File: config.mk
export PLATFORM = sky130hd
export DESIGN_NAME = tile_lane_engine
export DESIGN_NICKNAME = d
export VERILOG_FILES = /design/src/rtl/tile_lane_engine.sv
export SDC_FILE = /design/constraint.sdc
export NUM_CORES = 1
export LEC_CHECK = 0
export CAP_MARGIN = 40
export CELL_PAD_IN_SITES_DETAIL_PLACEMENT = 1
export CELL_PAD_IN_SITES_GLOBAL_PLACEMENT = 2
export CORE_ASPECT_RATIO = 2
export CORE_MARGIN = 1
export CORE_UTILIZATION = 35
export DETAILED_ROUTE_END_ITERATION = 12
export PLACE_DENSITY_LB_ADDON = 0.2
export SYNTH_ARGS = -nofsm -noshare
export SYNTH_HDL_FRONTEND = slang
export SYNTH_SLANG_ARGS = --single-unit
File: constraint.sdc
create_clock -name clk -period 10.8 [get_ports clk]
set_clock_uncertainty 0.2 [all_clocks]
set_input_delay 1.62 -clock clk [delete_from_list [all_inputs] [get_ports clk]]
set_output_delay 1.62 -clock clk [all_outputs]
set_load 0.01 [all_outputs]
File: src/rtl/tile_lane_engine.sv
// tile_lane_engine: scrolls a LANES x DEPTH tile field fed by a pattern source and
// judges active-low button presses against the hit row (score, combo, lives, game over).
module tile_lane_engine #(
    parameter int LANES    = 3,
    parameter int DEPTH    = 16,
    parameter int TICK_DIV = 50000000,
    parameter int SCORE_W  = 10,
    parameter int LIVES    = 3
) (
    input  logic                     clk,
    input  logic                     rst,
    input  logic                     start,
    input  logic [LANES-1:0]         btn,
    input  logic [LANES-1:0]         pat_data,
    input  logic                     pat_valid,
    output logic                     pat_ready,
    output logic [DEPTH*LANES-1:0]   field,
    output logic                     step,
    output logic [SCORE_W-1:0]       score,
    output logic [SCORE_W-1:0]       combo,
    output logic [3:0]               lives,
    output logic                     game_over
);
    typedef enum logic [1:0] {IDLE, RUN, OVER} state_t;
    localparam int CW = (TICK_DIV > 2) ? $clog2(TICK_DIV) : 1;

    state_t state, state_n;
    logic [CW-1:0] cnt;
    logic [LANES-1:0] btn_q, flag, hit_row, press, hit_v, flag_n, miss_v;
    logic run, go, wrong, penalty;
    logic [3:0] hits, misses, loss;
    logic [SCORE_W+3:0] s_sum, c_sum;

    function automatic logic [3:0] pop(input logic [LANES-1:0] v);
        pop = '0;
        for (int i = 0; i < LANES; i++) pop = pop + {3'b0, v[i]};
    endfunction

    // A RUN cycle with lives already at zero only hands over to OVER; nothing else happens.
    assign go        = start && state != RUN;
    assign run       = state == RUN && lives != 4'd0;
    assign pat_ready = run && cnt == CW'(TICK_DIV - 1);
    assign game_over = state == OVER;

    assign hit_row = field[(DEPTH-1)*LANES +: LANES];
    assign press   = btn_q & ~btn;
    assign hit_v   = press & hit_row & ~flag;
    assign wrong   = |(press & ~hit_row);
    assign flag_n  = flag | hit_v;
    assign miss_v  = pat_ready ? hit_row & ~flag_n : '0;
    assign hits    = pop(hit_v);
    assign misses  = pop(miss_v);
    assign loss    = misses > lives ? lives : misses;
    assign penalty = wrong || misses != 4'd0;
    assign s_sum   = {4'b0, score} + {{SCORE_W{1'b0}}, hits};
    assign c_sum   = {4'b0, combo} + {{SCORE_W{1'b0}}, hits};

    always_comb begin
        state_n = state;
        if (go)
            state_n = RUN;
        else if (state == RUN && lives == 4'd0)
            state_n = OVER;
    end

    always_ff @(posedge clk) begin
        if (rst)
            state <= IDLE;
        else
            state <= state_n;
    end

    always_ff @(posedge clk) begin
        if (rst) begin
            btn_q <= '1;
            cnt   <= '0;
            field <= '0;
            flag  <= '0;
            step  <= 1'b0;
            score <= '0;
            combo <= '0;
            lives <= 4'(LIVES);
        end else begin
            btn_q <= btn;
            // Registered one cycle early so step lines up with pat_ready.
            step  <= run && cnt == CW'(TICK_DIV - 2);
            if (go) begin
                cnt   <= '0;
                field <= '0;
                flag  <= '0;
                score <= '0;
                combo <= '0;
                lives <= 4'(LIVES);
            end else if (run) begin
                cnt   <= pat_ready ? '0 : cnt + 1'b1;
                flag  <= pat_ready ? '0 : flag_n;
                score <= |s_sum[SCORE_W+3:SCORE_W] ? '1 : s_sum[SCORE_W-1:0];
                combo <= penalty ? '0 : |c_sum[SCORE_W+3:SCORE_W] ? '1 : c_sum[SCORE_W-1:0];
                lives <= lives - loss;
                if (pat_ready)
                    field <= {field[(DEPTH-1)*LANES-1:0], pat_valid ? pat_data : {LANES{1'b0}}};
            end else begin
                cnt <= '0;
            end
        end
    end
endmodule

==> qor.txt <==
Top-count cell post-synth = dfxtp_1
Worst Hold Class = reg -> reg
Postcts setup bufs = 0
Initial Utilization = 0.3588
Kind of critical path = in -> reg
Vias in the first global route = 4,338
Core area = 0.01344 mm2
N_diodes = 0
Worst skew pair latency = 340 ps
Post-synth EDFFs = 0
DP HPWL = 9657 um
Synth cell types = 53
Fillers = 1,542
Nets = 617
R2R cell count = 16
Via count = 4,167
Post-route ant nets = 0
Simple-gate share of the synthesized area = 0.2388
Share of the synthesized area in the top cell type = 0.4443
Placed cells = 736
Synth area leaders = dfxtp_1, mux2i_1, nand2_1
Cell area after synthesis = 0.004821 mm2
Finished Cell Area = 0.006071 mm2
Die H = 168.0 um
IO Count = 85
Worst rel slew slack = 0.4507
Antenna violations before repair = 0
Register area = 0.002142 mm2
WL final = 13,050 um
Largest net degree at the start of global routing = 61
Ys Warns = 0
Clk buf depth = 2
Iteration count of the initial detailed-routing pass = 4
Tcrit/Tclk final = 0.4450
DRC Markers = 0
Main combinational cell family by area after synthesis = simple AND/OR/NAND/NOR gates
Vias per cell = 5.549
Area of the multi-input gates = 0.002529 mm2
# H-tree levels = 3
Synth Area in Compound Gates = 0.1015
Ys async rst share = 0
Max-cap viol count = 0
Cts-stage hold buffer count = 0
Fin. max-slew vios = 0
Area delta synth->final = 25.93%
CTS tree = done
PD cells = 121.8 mW/mm2
Non-filler cells, final = 751
Sequential share of the synthesized area = 0.4443
CP max FO = 5
XOR/XNOR Fraction of Synth Area = 0.03270
Worst-path clk slew = 70 ps
Predominant post-synthesis flop cell = dfxtp_1
Worst setup SP type = input port
PnR Total Power = 739.4 uW
# rows = 60
Flops & latches, synth = 107
CTS buffer count = 9
Setup_tns = 0 ps
Total die area = 0.01428 mm2
Pre-CTS WS = 5632 ps
Port bufs = 84
Avg WL per Cell = 17.37 um
Endpoints failing setup = 0
RSZ-0062 raised after global routing = no
First-pass GRT wire length = 21,800 um
Static Leakage = 1.948 nW
Top post-synthesis cells by count = dfxtp_1, nand2_1, mux2i_1
Status = completed
Final GP Congestion = 0.7621
Die width = 84.99 um
Total global routing overflow = 0
Achievable Freq = 0.2081 GHz
Final min period = 4806 ps
Post-Synthesis Cells = 516
Actual transition at the worst max-transition pin = 824.0 ps
Placed Area = 0.005796 mm2
Share of layout cells above drive strength 1 = 0.05872
Yosys top cell by area = dfxtp_1
Setup slack after layout = 5994 ps
Hold path cells = 1
Arrival time worst endpoint = 4800 ps
PostCTS Resize Cnt = 0
R2R setup slack = 6090 ps
CTS root buffer = clkbuf_16
Final Hold Fails = 0
WP data required = 10,800 ps
DRT iter0 DRCs = 175
Worst Setup End Kind = flop
Clk sinks = 107
Avg Cell Area, Syn = 9.343 um2
Post-Synth Adder-Cell Area = 0.04672
Syn nets = 541
Mux cell area share after synthesis = 0.1017
Peak VDD IR = 0.06645 mV
Total GRT Usage = 0.1914
-- report_power, final --
part / switching (mW) / internal, mW
sequential: 0.00202 / 0.396
combinational: 0.0203 / 0.0107
clock: 0.153 / 0.158
-- flip-flops by register name, summed over array words and instances (netlist names) --
signal  count
btn_q       3
score      10
cnt        26
lives       4
combo      10
step        1
flag        3
field      48
state       2
-- cell usage in the layout (no fill, tap or decap), types with 2 or more instances in the layout --
master | Yosys | routed
a32oi_1 | 2 | 2
or2_2 | 3 | 3
and3_1 | 6 | 6
or4b_1 | 2 | 2
nor3_1 | 12 | 12
fa_1 | 5 | 5
xnor2_1 | 6 | 6
buf_4 | 2 | 4
o41ai_1 | 3 | 3
o221ai_1 | 2 | 2
nand3b_1 | 4 | 4
or4_1 | 7 | 7
a21oi_1 | 22 | 21
nor2_1 | 31 | 31
inv_1 | 11 | 11
a31oi_1 | 7 | 7
nand2_1 | 71 | 71
xor2_1 | 12 | 12
nor4b_1 | 2 | 2
a21o_1 | 3 | 3
dfxtp_1 | 107 | 107
a211oi_1 | 8 | 8
clkinvlp_4 | 0 | 4
clkbuf_16 | 0 | 9
nand3_1 | 19 | 19
clkdlybuf4s50_1 | 0 | 84
nor2b_1 | 7 | 7
a41oi_1 | 2 | 2
nor4b_2 | 4 | 4
nor3b_1 | 4 | 4
o31ai_1 | 5 | 5
nand4_1 | 13 | 13
and2_1 | 3 | 3
o21ai_1 | 6 | 5
ha_1 | 10 | 10
nor4_1 | 2 | 2
o21ai_0 | 16 | 16
mux2i_1 | 49 | 49
or3_1 | 9 | 9
and4_1 | 3 | 3
-- cells by family after synthesis --
logic type / after synthesis
simple gates: 212
flops: 107
compound gates: 79
mux: 49
buf+inv: 36
xor+xnor: 18
fa+ha+maj: 15
-- per-layer routing --
metal,wire length [um],vias to the layer above,track usage
li1,-,2013,-
met1,4968,2064,0.1997
met2,7448,65,0.3713
met3,241,25,0.02549
met4,387,0,0.08180
met5,0,-,0
-- layout make-up --
type                            instances  share of cell area
Multi-Input combinational cell        373              0.4165
Sequential cell                       107              0.3528
Timing Repair Buffer                   89              0.1459
Clock buffer                            9             0.03710
Tap cell                              155             0.03195
Clock inverter                          6            0.008244
Inverter                               12            0.007420
-- critical path, cell delays in order --
cell	delay [ps]
clkdlybuf4s50_1	500
nor2b_1	100
nor4b_2	340
fa_1	510
inv_1	80
ha_1	230
a211oi_1	210
o21ai_1	160
nand2_1	90
o21ai_0	80
ha_1	230
fa_1	370
nand2_1	80
xor2_1	150
nor3_1	60
-- through the flow --
stage,util,hold WS (ps)
after global routing,0.4518,305.7
after CTS,0.4518,289.8
final,0.4518,285.4
after detailed placement,0.4313,272.7
after floorplan,-,237.3
after global placement,0.4296,260.5
-- path summary, 6_finish.rpt --
kind	from	endpoint
worst max register to register	state[0]	lives[2]
worst max-delay path	btn[2]	lives[2]
worst min register to register	cnt[0]	cnt[0]
worst min-delay path	cnt[0]	cnt[0]
Note: power is estimated with default switching activity, not from simulation.
==> RTL change: new RTL, config.mk and constraints unchanged <==
Encoding of `state_t`: now one-hot (3 bits for 3 states).
--- a/src/rtl/tile_lane_engine.sv
+++ b/src/rtl/tile_lane_engine.sv
@@ -23,3 +23,3 @@
 );
-    typedef enum logic [1:0] {IDLE, RUN, OVER} state_t;
+    typedef enum logic [2:0] {IDLE = 3'b001, RUN = 3'b010, OVER = 3'b100} state_t;
     localparam int CW = (TICK_DIV > 2) ? $clog2(TICK_DIV) : 1;
Formal check against the unedited RTL: no difference found for any inputs over 10 cycles, from zero or initial values and one cycle with rst high; not proved beyond that.
==> RTL change against the original RTL <==
- sequential share of layout area down 0.15 points
- synthesized area is 0.55% higher
- setup slack got worse by 0.39 ns
- wire length increased by 7.5%
- design area rose by 1.4%
- highest routed layer unchanged
- critical endpoint unchanged
- die area rose by 0.54%
- synthesized cell count is 1.6% higher
- power is 2.0% higher
- critical path type unchanged
- critical path depth did not move
- clock power grew 6%
- sequential cell count grew 1
==> RTL change: results (changes against the original RTL) <==
[outcome]
status=complete, no violations

[setup_path]
path_delay_family=adder cells
crit_start=btn[0]
cpMaxStageDelayCell=clkdlybuf4s50_1
max_stage_delay_ns=0.58  ; +0.07 ns
cp.arrival_ns=5.25  ; +0.45 ns
r2r_start=state[1]
crit_fanout=5  ; unchanged

[detailed_routing]
drtIter0Drc=170  ; -2.9%
first_pass_iters=4  ; unchanged
drt_wl_total_mm=14.0  ; +7.5%
num_vias=4221  ; +1.3%

[clock_tree]
cts-resized-gates=0  ; unchanged
cts_setup_buffers=0  ; unchanged
max-clock-path-buffers=2  ; unchanged
cts_buffers=9  ; unchanged
h-tree-depth=3  ; unchanged
clk-insertion-delay-late_ns=0.35
cts_root_buf=clkbuf_16
clkTransAtPathRegs_ns=0.08

[placement]
gp_congestion=0.870  ; +14%
dpl_cell_area_sq_um=5860  ; +1.1%
dp_slack_ns=5.28  ; -0.356 ns
port_buffers=84  ; unchanged
placedCellCount=749  ; +1.8%
dpl.hpwl_mm=10.7  ; +10%

[synth]
syn_inst=524  ; +1.6%
yosysWarnings=0  ; unchanged
ys.flop_type=dfxtp_1
ys_seq_area_share_pct=44.6  ; +0.17 points
synth_area_leaders=dfxtp_1 45%, mux2i_1 10%, nand2_1 5.3%
synth_fp_nets=549  ; +1.5%
ys_types=54  ; +1.9%
synth_common_cells=108 x dfxtp_1, 69 x nand2_1, 49 x mux2i_1, 29 x nor2_1
async_flop_share_pct=0  ; unchanged

[layout]
fin_cells=765  ; +1.9%
largestRegisters=field: 48 flops, cnt: 26 flops
antennaDiodeCount=0  ; unchanged
nets=630  ; +2.1%
drive_gt1_share_pct=6.89  ; +1.0 points

[global_routing]
grt_pass1_vias=4560  ; +5.1%
grt_first_pass_wirelength_mm=23.0  ; +5.4%
grt_antenna_before_repair=0  ; unchanged
grt_usage_pct=20.5  ; +1.4 points
grt_max_degree=58  ; -4.9%

[power]
vdd_drop_max_mv=0.0775  ; +17%
power.leakage_uw=0.00195  ; about the same
clockPowerShare_pct=43.5  ; +1.5 points
combinationalPower_uw=25.3  ; -18%
p_comb_share_pct=3.4  ; -0.8 points
internal_power_uw=575  ; +1.9%

[sta]
maxSlewHeadroom_pct=43.1  ; -2.0 points

[flow_run]
maxCapViolations=0  ; unchanged

[worst_hold_path]
hold_path_class=reg -> reg
min-delay-start=cnt[0]

RTL change: area by class of cell:
cell class,count,area [sq um]
fill,1563,7360
multi-input combinational,377,2530
sequential,108,2160
timing repair buffer,92,908
clock buffer,10,239
tap,155,194
inverter,17,63.8
clock inverter,6,53.8
RTL change: worst paths after layout:
kind                   end  cells after the start  slack (ns)
hold reg to reg     cnt[0]                      1        0.28
setup / recovery  lives[2]                     15        5.60
setup reg to reg  lives[2]                     18        5.84
hold / removal      cnt[0]                      1        0.28
RTL change: kinds of logic after synthesis:
family                     synth area share (%)
AOI/OAI and AO/OA                          10.4
muxes                                      10.1
buffers and inverters                      3.48
DFF                                        44.6
adders and majority gates                  4.65
xor gates and xnor gates                   2.89
and+or+nand+nor                            23.8
RTL change: metal layers:
metal / share of wire (%) / track usage [%]
met3: 2.9 / 3.97
met2: 57 / 40.4
met5: 0 / 0
met1: 36 / 20.2
met4: 3.5 / 8.70
